[src/rtl/store_queue.sv]
// In-order store buffer: allocates at dispatch, captures address/data at execute,
// commits the oldest store when the ROB head reaches it, and drains it over req/grant.
module store_queue #(
  parameter int SQ_LEN    = 8,
  parameter int XLEN      = 32,
  parameter int ROB_IDX_W = 5
) (
  input  logic                       clock,
  input  logic                       reset,
  input  logic                       squash,
  input  logic                       disp_valid,
  input  logic [ROB_IDX_W-1:0]       disp_rob_idx,
  output logic [$clog2(SQ_LEN)-1:0]  disp_sq_idx,
  output logic                       sq_full,
  input  logic                       ex_valid,
  input  logic [$clog2(SQ_LEN)-1:0]  ex_sq_idx,
  input  logic [XLEN-1:0]            ex_addr,
  input  logic [XLEN-1:0]            ex_data,
  input  logic [1:0]                 ex_size,
  input  logic                       rob_store_start,
  input  logic [ROB_IDX_W-1:0]       rob_head_idx,
  output logic                       mem_req,
  output logic [XLEN-1:0]            mem_addr,
  output logic [XLEN-1:0]            mem_data,
  output logic [1:0]                 mem_size,
  input  logic                       mem_grant,
  output logic                       store_done,
  output logic [ROB_IDX_W-1:0]       store_done_rob_idx
);

  localparam int IDX_W = $clog2(SQ_LEN);
  localparam int CNT_W = IDX_W + 1;

  typedef enum logic {IDLE, REQ} state_t;
  state_t state;

  logic [SQ_LEN-1:0]    ent_valid;
  logic [SQ_LEN-1:0]    ent_ready;
  logic [SQ_LEN-1:0]    ent_committed;
  logic [ROB_IDX_W-1:0] ent_rob  [SQ_LEN];
  logic [XLEN-1:0]      ent_addr [SQ_LEN];
  logic [XLEN-1:0]      ent_data [SQ_LEN];
  logic [1:0]           ent_size [SQ_LEN];

  logic [IDX_W-1:0] head;
  logic [IDX_W-1:0] tail;
  logic [CNT_W-1:0] count;
  logic [IDX_W-1:0] head_next;

  logic full;
  logic disp_fire;
  logic ex_fire;
  logic commit_fire;
  logic grant_fire;
  logic keep_head;

  assign full        = (count == CNT_W'(SQ_LEN));
  assign sq_full     = full;
  assign disp_sq_idx = tail;

  assign disp_fire   = disp_valid && !full && !squash;
  assign ex_fire     = ex_valid && !squash && ent_valid[ex_sq_idx];
  assign grant_fire  = (state == REQ) && mem_grant;
  assign commit_fire = !squash && rob_store_start && ent_valid[head] && ent_ready[head] &&
                       !ent_committed[head] && (ent_rob[head] == rob_head_idx);
  assign head_next   = grant_fire ? head + IDX_W'(1) : head;
  // Only the head can be committed, so at most one entry survives a squash.
  assign keep_head   = ent_valid[head] && ent_committed[head] && !grant_fire;

  always_ff @(posedge clock) begin
    if (reset) begin
      ent_valid     <= '0;
      ent_ready     <= '0;
      ent_committed <= '0;
      head          <= '0;
      tail          <= '0;
      count         <= '0;
    end else begin
      if (ex_fire) begin
        ent_addr[ex_sq_idx]  <= ex_addr;
        ent_data[ex_sq_idx]  <= ex_data;
        ent_size[ex_sq_idx]  <= ex_size;
        ent_ready[ex_sq_idx] <= 1'b1;
      end
      if (commit_fire) begin
        ent_committed[head] <= 1'b1;
      end
      if (disp_fire) begin
        ent_valid[tail]     <= 1'b1;
        ent_ready[tail]     <= 1'b0;
        ent_committed[tail] <= 1'b0;
        ent_rob[tail]       <= disp_rob_idx;
        tail                <= tail + IDX_W'(1);
      end
      if (grant_fire) begin
        ent_valid[head]     <= 1'b0;
        ent_ready[head]     <= 1'b0;
        ent_committed[head] <= 1'b0;
      end
      head <= head_next;
      if (squash) begin
        for (int i = 0; i < SQ_LEN; i++) begin
          if (!ent_committed[i]) begin
            ent_valid[i] <= 1'b0;
            ent_ready[i] <= 1'b0;
          end
        end
        tail  <= head_next + IDX_W'(keep_head);
        count <= CNT_W'(keep_head);
      end else begin
        count <= count + CNT_W'(disp_fire) - CNT_W'(grant_fire);
      end
    end
  end

  // A commit this cycle launches the request directly, so mem_req follows the commit edge.
  always_ff @(posedge clock) begin
    if (reset) begin
      state              <= IDLE;
      mem_req            <= 1'b0;
      mem_addr           <= '0;
      mem_data           <= '0;
      mem_size           <= '0;
      store_done         <= 1'b0;
      store_done_rob_idx <= '0;
    end else begin
      store_done <= 1'b0;
      case (state)
        IDLE: begin
          if (ent_valid[head] && (ent_committed[head] || commit_fire)) begin
            state    <= REQ;
            mem_req  <= 1'b1;
            mem_addr <= ent_addr[head];
            mem_data <= ent_data[head];
            mem_size <= ent_size[head];
          end
        end
        REQ: begin
          if (mem_grant) begin
            state              <= IDLE;
            mem_req            <= 1'b0;
            store_done         <= 1'b1;
            store_done_rob_idx <= ent_rob[head];
          end
        end
        default: state <= IDLE;
      endcase
    end
  end

endmodule

[config.mk]
export PLATFORM = sky130hd
export DESIGN_NAME = store_queue
export DESIGN_NICKNAME = d
export VERILOG_FILES = /design/src/rtl/store_queue.sv
export SDC_FILE = /design/constraint.sdc
export NUM_CORES = 1
export LEC_CHECK = 0
export ABC_AREA = 1
export ABC_CLOCK_PERIOD_IN_PS = 8700
export CAP_MARGIN = 0
export CORE_MARGIN = 1.5
export CORE_UTILIZATION = 44
export CTS_BUF_LIST = sky130_fd_sc_hd__clkbuf_16
export CTS_CLUSTER_SIZE = 25
export DETAILED_ROUTE_END_ITERATION = 10
export GPL_TIMING_DRIVEN = 0
export SYNTH_ARGS = -nofsm -noshare
export SYNTH_HDL_FRONTEND = slang
export SYNTH_SLANG_ARGS = --single-unit
[constraint.sdc]
create_clock -name clock -period 8.7 [get_ports clock]
set_input_delay 1.74 -clock clock [delete_from_list [all_inputs] [get_ports clock]]
set_output_delay 1.74 -clock clock [all_outputs]
set_load 0.02 [all_outputs]
After elaboration in Yosys (flattened, before gate mapping) --
Memory sizes are Yosys's and may differ from the RTL's. A register that Yosys moved wholly into a read port is not among the register bits. Cells that the tools add are included.
Cells by class: add/subtract/negate cells 5, bitwise operators 11, reduce and logical (&&, ||, !) cells 27, equality and inequality tests 4, multiplexer cells 63, magnitude comparators 6
Operators by type and width (number):
- two-way mux 8 bit | 15
- bitwise AND 8 bit | 5
- two-way mux 1 bit | 35
- OR 8 bit | 3
- logical AND 1 bit | 16
- inverter 8 bit | 2
- binary-select mux 1 bit (select 3 bit) | 4
- < comparator 3 x 4 -> 1 bit (second input constant) | 3
- two-way mux 3 bit | 4
- demux 1 bit (select 3 bit) | 3
- greater-or-equal comparator 3 x 1 -> 1 bit (second input constant) | 3
- adder 3 x 1 -> 3 bit (second input constant) | 2
- AND reduction 2 bit | 3
- equality test 5 bit | 1
- adder 4 x 1 -> 4 bit | 1
- equality test 4 bit (second input constant) | 1
- zero test 1 bit | 4
- inequality test 2 bit (second input constant) | 2
- case mux 1 bit (2 select lines) | 2
- OR reduction 2 bit | 2
- subtractor 4 x 1 -> 4 bit | 1
- adder 3 x 1 -> 3 bit | 1
- nonzero test 2 bit | 1
- logical OR 1 bit | 1
- inverter 1 bit | 1
Word-level totals: flip-flop bits (word level) 42, word-level logic and storage cells 131, memory bits (writable) 568, memories 4, output and inout port bits 77
Memories:
- ent_addr | words 8, bits a word 32, rd ports 1, clocked after memory_dff 1, write ports 1, line 41 | logic [XLEN-1:0] ent_addr [SQ_LEN];
- ent_data | words 8, bits a word 32, rd ports 1, clocked after memory_dff 1, write ports 1, line 42 | logic [XLEN-1:0] ent_data [SQ_LEN];
- ent_rob | words 8, bits a word 5, rd ports 1, clocked after memory_dff 1, write ports 1, line 40 | logic [ROB_IDX_W-1:0] ent_rob [SQ_LEN];
- ent_size | words 8, bits a word 2, rd ports 1, clocked after memory_dff 1, write ports 1, line 43 | logic [1:0] ent_size [SQ_LEN];

Longest topological paths before layout --
Gate-level depths: netlist of the first run.
depth in word-level cells 14, gate-level depth with buffers 18, mapped depth without buffers 15

Least setup slack after synthesis of the first run --
OpenSTA, ideal clock, no wires.
path type input port to flip-flop, start point input port ex_sq_idx[0], end point memory ent_addr[2][0] (enable), buffers on the path 0, required time 8129 ps, stages on the path 6, arrival time 6927 ps, slack 1202 ps, library setup time 571 ps, path through inv_1 -> nand3_1 -> o22a_1 -> nand4_1 -> nand3_1 -> nor3_1
On the way: longest elaborated chain between the ends 6
Ends and longest elaborated chain:
- from (decl) | line 16 | input logic [$clog2(SQ_LEN)-1:0] ex_sq_idx,
- binary-select mux 1 bit (select 3 bit) | line 62 | assign ex_fire = ex_valid && !squash && ent_valid[ex_sq_idx];
- two-way mux 1 bit (implied by the code) | line 62
- logical AND 1 bit | line 62
- two-way mux 1 bit | line 79 | if (ex_fire) begin
- two-way mux 1 bit | line 71 | if (reset) begin
- two-way mux 1 bit (implied by the code) | line 80 | ent_addr[ex_sq_idx] <= ex_addr;
- to (decl) | line 41
Parallel ways exist; a longest one is shown, timed or not. The select of a mux whose other input is x is not followed.

Final worst setup path of the first run --
start point input port reset, end point memory ent_data[1][15] (enable)
On the way: longest elaborated chain between the ends 2
Ends and longest elaborated chain:
- from (decl) | line 9 | input logic reset,
- two-way mux 1 bit | line 71
- two-way mux 1 bit (implied by the code) | line 81 | ent_data[ex_sq_idx] <= ex_data;
- to (decl) | line 42
Every way passes these cells.

==> metrics.csv, run 1 <==
metric,value,unit
max cap viols,0,
synth cell count leaders,"568 x edfxtp_1, 457 x nand2_1, 193 x inv_1, 170 x nand3_1, 150 x nor2_1",
post-synth top area share,64.9,%
crit path buf inv count,5,
Post-synth top flop,edfxtp_1,
largest net degree at the start of global routing,26,
Max Fclk,0.194,GHz
Hold Worst Slack,0.470,ns
"Slew Viols, Final",0,
mapped cell area,26300,sq um
detailed placement HPWL,54.0,mm
final instance area,31700,sq um
layout cells sized above 1,7.71,%
Leakage Power,11.4,nW
TritonRoute pass-1 iters,7,
TritonCTS Buffers,71,
Synth Area in XOR/XNOR,0.100,%
Tmin final,5.16,ns
post-CTS resize count,0,
"Clk pin slew, worst setup/hold paths",0.05,ns
register area,19200,sq um
Max VDD drop,0.000126,V
Top delay family on crit path,buffers and inverters,
Total Power,6.57,mW
slew margin rel.,26.0,%
cells after synthesis,2163,
Yosys reg bits,676,
Fillers,4997,
antenna violations before repair,4,
# port buffers,160,
worst r2r src,head[0],
Synth Area in Compound Gates,7.48,%
Bufs on Longest Clock Path,3,
Min-Delay Endpoint,ent_valid[1],
critical hold path startpoint,ent_valid[1],
vias in the first global route,17192,
Post-layout nets,2520,
"Max FO, Critical Path",24,
mux cell area share after synthesis,0,%
met1 Use GR,36.0,%
Post-DP Area,29400,sq um
Final Non-Filler Cells,3253,
Clock Latency Late Sink,0.61,ns
WP depth,7,
outcome,"complete, no violations",
Core ar.,59000,sq um
post-route ant nets,0,
first-pass GRT wire length,115,mm
Die Y,247,microns
CP peak stage delay,1.01,ns
vias per cell,5.51,
footprint of the multi-input gates,5840,sq um
"Area growth, synth to finish",20.6,%
Min-Delay Path Class,reg2reg,
CP startpoint kind,input pin,
largest family of logic cells by synthesized area,simple AND/OR/NAND/NOR gates,
post-synth top area cell,edfxtp_1,
WL/cell,24.5,microns
crit share post-route,59.3,%
Setup Skew,0.0254,ns
r2r setup slk,5.01,ns
total track usage,26.2,%
"Hold-fix buffers, CTS",0,
Synth area leaders,"edfxtp_1 65%, dfxtp_1 8.2%, nand2_1 6.5%",
Post-Synth Adder-Cell Area,0.505,%
Setup Buffers After CTS,0,
H-tree depth,3,
initial DRC count,1982,
post-layout util,53.7,%
CTS tree,yes,
# DRC,0,
post-synth net total,2259,
Worst R2R End,mem_data[19],
final WL,79.7,mm
Sink Count,676,
critical path type,in2reg,
"Distinct cells, synth",42,
pwr/cell area,207,nW/um^2
busiest grt layer,met2,
Total Neg Setup Slack,0,ns
yosys warns,0,
most frequent cell after synthesis,edfxtp_1,
initial core utilization,44.5,%
Reg2Reg Depth,11,
pre-CTS WS,2.97,ns
clock root buffer,clkbuf_16,
Post-synth EDFFs,568,
row cnt,89,
GR Layer Usage met3,5.12,%
Fin. Hold Viols,0,
Setup Viol. Count Final,0,
Die Footprint,61200,sq um
GP Congestion,0.917,
Crit. End Element,flop,
Crit-path slowest cell,nor2_4,
Worst Path Required,8.99,ns
# IOs,163,
hold depth,1,
unrepaired setup endpoints after global routing,no,
DIE WIDTH,247,microns
GRT met2 Usage,41.2,%
sequential fraction of the synthesis area,73.2,%
"Avg Cell Area, Syn",12.1,sq um
grt ovf,0,
setup slack after layout,3.54,ns
"critical path, cell by cell",clkbuf_1 > clkinv_1 > clkbuf_1 > nand4_1 > nor2_4 > buf_12 > buf_12,
crit path DAT,5.45,ns
placed insts,3124,
Synth Area in Simple Gates,13.9,%
Slew @ Worst Pin,1.11,ns
async set or reset register ratio after synthesis,0,%
via count,17920,
==> cells in the final DEF, fill, tap and decap left out, types with 51 or more instances in the layout <==
cell,Yosys,layout
edfxtp_1,568,568
nand2_1,457,457
inv_1,193,207
nand3_1,170,170
clkdlybuf4s50_1,0,160
nor2_1,150,143
a21oi_1,118,118
dfxtp_1,108,108
clkbuf_16,0,73
clkbuf_1,62,62
a22oi_1,56,56
a221oi_1,51,51
==> flip-flops by register name (all words and copies together) (netlist names) <==
name,count
count,4
disp_sq_idx,3
ent_addr,256
ent_committed,8
ent_data,256
ent_ready,8
ent_rob,40
ent_size,16
ent_valid,8
head,3
mem_addr,32
mem_data,32
mem_req,1
mem_size,2
state,1
store_done,1
store_done_rob_idx,5
==> worst max path at each step <==
stage | start | slack (ns) | to
floorplan | ex_sq_idx[0] | 1.20 | ent_addr[2][0]
global placement | ex_sq_idx[1] | -4.45 | ent_data[2][5]
detailed placement | reset | 2.97 | ent_addr[1][1]
CTS | reset | 3.60 | ent_data[1][15]
global route | reset | 3.53 | ent_addr[0][19]
finish | reset | 3.54 | ent_data[1][15]
==> power by group <==
group          total, mW  internal (mW)  switching, mW
Sequential          3.51           3.51        0.00211
Combinational      0.138         0.0490         0.0886
Clock               2.93           1.70           1.23
Total               6.57           5.25           1.32
==> metal layers <==
layer / routed length (microns) / part of all wire [%]
met1: 32900 / 41
met2: 37000 / 46
met3: 7060 / 8.9
met4: 2640 / 3.3
met5: 27 / 0.034
==> logic make-up after synthesis <==
family          count (synthesis)
fa+ha+maj                      10
compound gates                307
simple gates                  858
xor+xnor                        3
flops                         676
buf+inv                       309
==> layout make-up <==
cell class | instances | share of cell area, %
clock inverters | 54 | 1.28
multi-input cells | 1178 | 18.4
clock buffers | 73 | 5.77
plain buffers | 110 | 1.64
diodes | 2 | 0.0158
flip-flops and latches | 676 | 60.7
well taps | 773 | 3.05
inverters | 199 | 2.36
repair buffers | 188 | 6.80
Power figures use the tool's default switching activity.
==> run 2: changes to the inputs <==
--- a/config.mk
+++ b/config.mk
@@ -6,7 +6,7 @@
 export NUM_CORES = 1
 export LEC_CHECK = 0
 export ABC_AREA = 1
-export ABC_CLOCK_PERIOD_IN_PS = 8700
+export ABC_CLOCK_PERIOD_IN_PS = 4380
 export CAP_MARGIN = 0
 export CORE_MARGIN = 1.5
 export CORE_UTILIZATION = 44
==> constraint.sdc (replaced) <==
create_clock -name clock -period 4.38 [get_ports clock]
set_input_delay 0.876 -clock clock [delete_from_list [all_inputs] [get_ports clock]]
set_output_delay 0.876 -clock clock [all_outputs]
set_load 0.02 [all_outputs]
==> metrics.csv, run 2 (synthesis gave the netlist of run 1 again) <==
metric,value,unit
"Clk pin slew, worst setup/hold paths",0.06,ns
post-route ant nets,0,
via count,18082,
# port buffers,160,
Setup Viol. Count Final,0,
pre-CTS WS,-0.315,ns
Max VDD drop,0.000311,V
switching share of power,20.4,%
Worst Path Required,4.68,ns
Largest regs,"ent_addr x256, ent_data x256, ent_rob x40",
Fin. Hold Viols,0,
# IOs,163,
Hold Worst Slack,0.470,ns
row cnt,89,
clock root buffer,clkbuf_16,
grt ovf,0,
Post-DP Area,29500,sq um
Die Y,247,microns
most frequent cells in the layout,"568 x edfxtp_1, 457 x nand2_1, 214 x inv_1",
pwr/cell area,407,nW/um^2
Die Footprint,61200,sq um
Max Fclk,0.244,GHz
Clock Power Share,43.8,%
Leakage Power,11.4,nW
detailed placement HPWL,54.9,mm
post-CTS resize count,0,
combinational share of power,2.1,%
antenna violations before repair,4,
Setup Skew,0.0326,ns
Tmin final,4.11,ns
"commonest non-fill, non-tap cell in the layout",edfxtp_1,
setup slack after layout,0.274,ns
# DRC,0,
TritonCTS Buffers,71,
slew margin rel.,20.9,%
initial DRC count,2087,
first-pass GRT wire length,115,mm
Post-layout nets,2518,
Slew @ Worst Pin,1.19,ns
total track usage,26.3,%
critical path type,in2reg,
largest net degree at the start of global routing,25,
Crit. End Element,flop,
layout cells sized above 1,7.26,%
Min-Delay Path Class,reg2reg,
Clock Latency Late Sink,0.62,ns
H-tree depth,3,
Total Power,12.9,mW
TritonRoute pass-1 iters,6,
"Hold-fix buffers, CTS",0,
CTS tree,yes,
"Slew Viols, Final",0,
initial core utilization,44.5,%
Bufs on Longest Clock Path,3,
WL/cell,24.6,microns
Sink Count,676,
"Area growth, synth to finish",20.7,%
"Max FO, Critical Path",21,
outcome,"complete, no violations",
vias per cell,5.55,
GP Congestion,0.921,
CP startpoint kind,input pin,
max cap viols,0,
sequential share of power,54.0,%
vias in the first global route,17405,
final instance area,31700,sq um
Int Power,10.3,mW
DIE WIDTH,247,microns
Switch Pwr,2.63,mW
Setup Buffers After CTS,0,
unrepaired setup endpoints after global routing,no,
crit share post-route,93.8,%
final WL,80.3,mm
crit path DAT,4.41,ns
Core ar.,59000,sq um
Total Neg Setup Slack,0,ns
## run 2: cell types whose count changed in the layout (fill, tap and decap cells not counted), moves of 2 or more
| cell | previous run | this run |
|---|---|---|
| buf_6 | 15 | 8 |
| buf_16 | 9 | 13 |
| clkbuf_16 | 73 | 75 |
| clkinv_1 | 18 | 23 |
| clkinv_8 | 0 | 2 |
| bufinv_16 | 6 | 2 |
| inv_1 | 207 | 214 |
| inv_6 | 4 | 1 |
| clkinv_2 | 12 | 5 |
| buf_12 | 11 | 13 |
| diode_2 | 2 | 4 |
## run 2: cell type report
class / count / area, sq um
fillers: 5000 / 27300
flip-flops and latches: 676 / 19200
multi-input cells: 1178 / 5840
repair buffers: 186 / 2220
clock buffers: 75 / 1880
well taps: 773 / 967
inverters: 199 / 747
plain buffers: 110 / 520
clock inverters: 55 / 305
diodes: 4 / 10.0
## run 2: stage by stage
step	utilization [%]	instances
floorplan	-	2163
global placement	48.9	3096
detailed placement	50.0	3122
CTS	53.7	3252
global route	53.7	3254
finish	53.7	3256
## run 2: worst max-delay path, stage by stage
cell	delay, ns
clkbuf_1	0.24
clkinv_1	0.36
clkbuf_1	0.69
nand4_1	0.77
nor2_4	1.01
buf_16	0.24
buf_16	0.18
## run 2: power by group through the flow
stage	logic [mW]	clock network [mW]	registers, mW
2_1_floorplan	0.0794	0	7.11
3_3_place_gp	0.262	0	7.11
3_5_place_dp	0.273	0	7.11
4_1_cts	0.273	5.71	6.97
5_1_grt	0.297	5.95	6.97
6_report	0.277	5.66	6.97
## run 2: final timing paths
path	startpoint	to	slack, ns	cells past startpoint
setup / recovery	reset	ent_data[5][8]	0.27	7
hold / removal	mem_req	mem_req	0.47	2
setup reg to reg	head[0]	mem_data[19]	0.65	11
hold reg to reg	mem_req	mem_req	0.47	2
## run 2: metal layers
layer / GRT usage [%] / part of all wire (%)
met5: 0 / 0
met4: 9.38 / 3.0
met3: 4.28 / 8.9
met2: 42.2 / 47
met1: 36.3 / 41
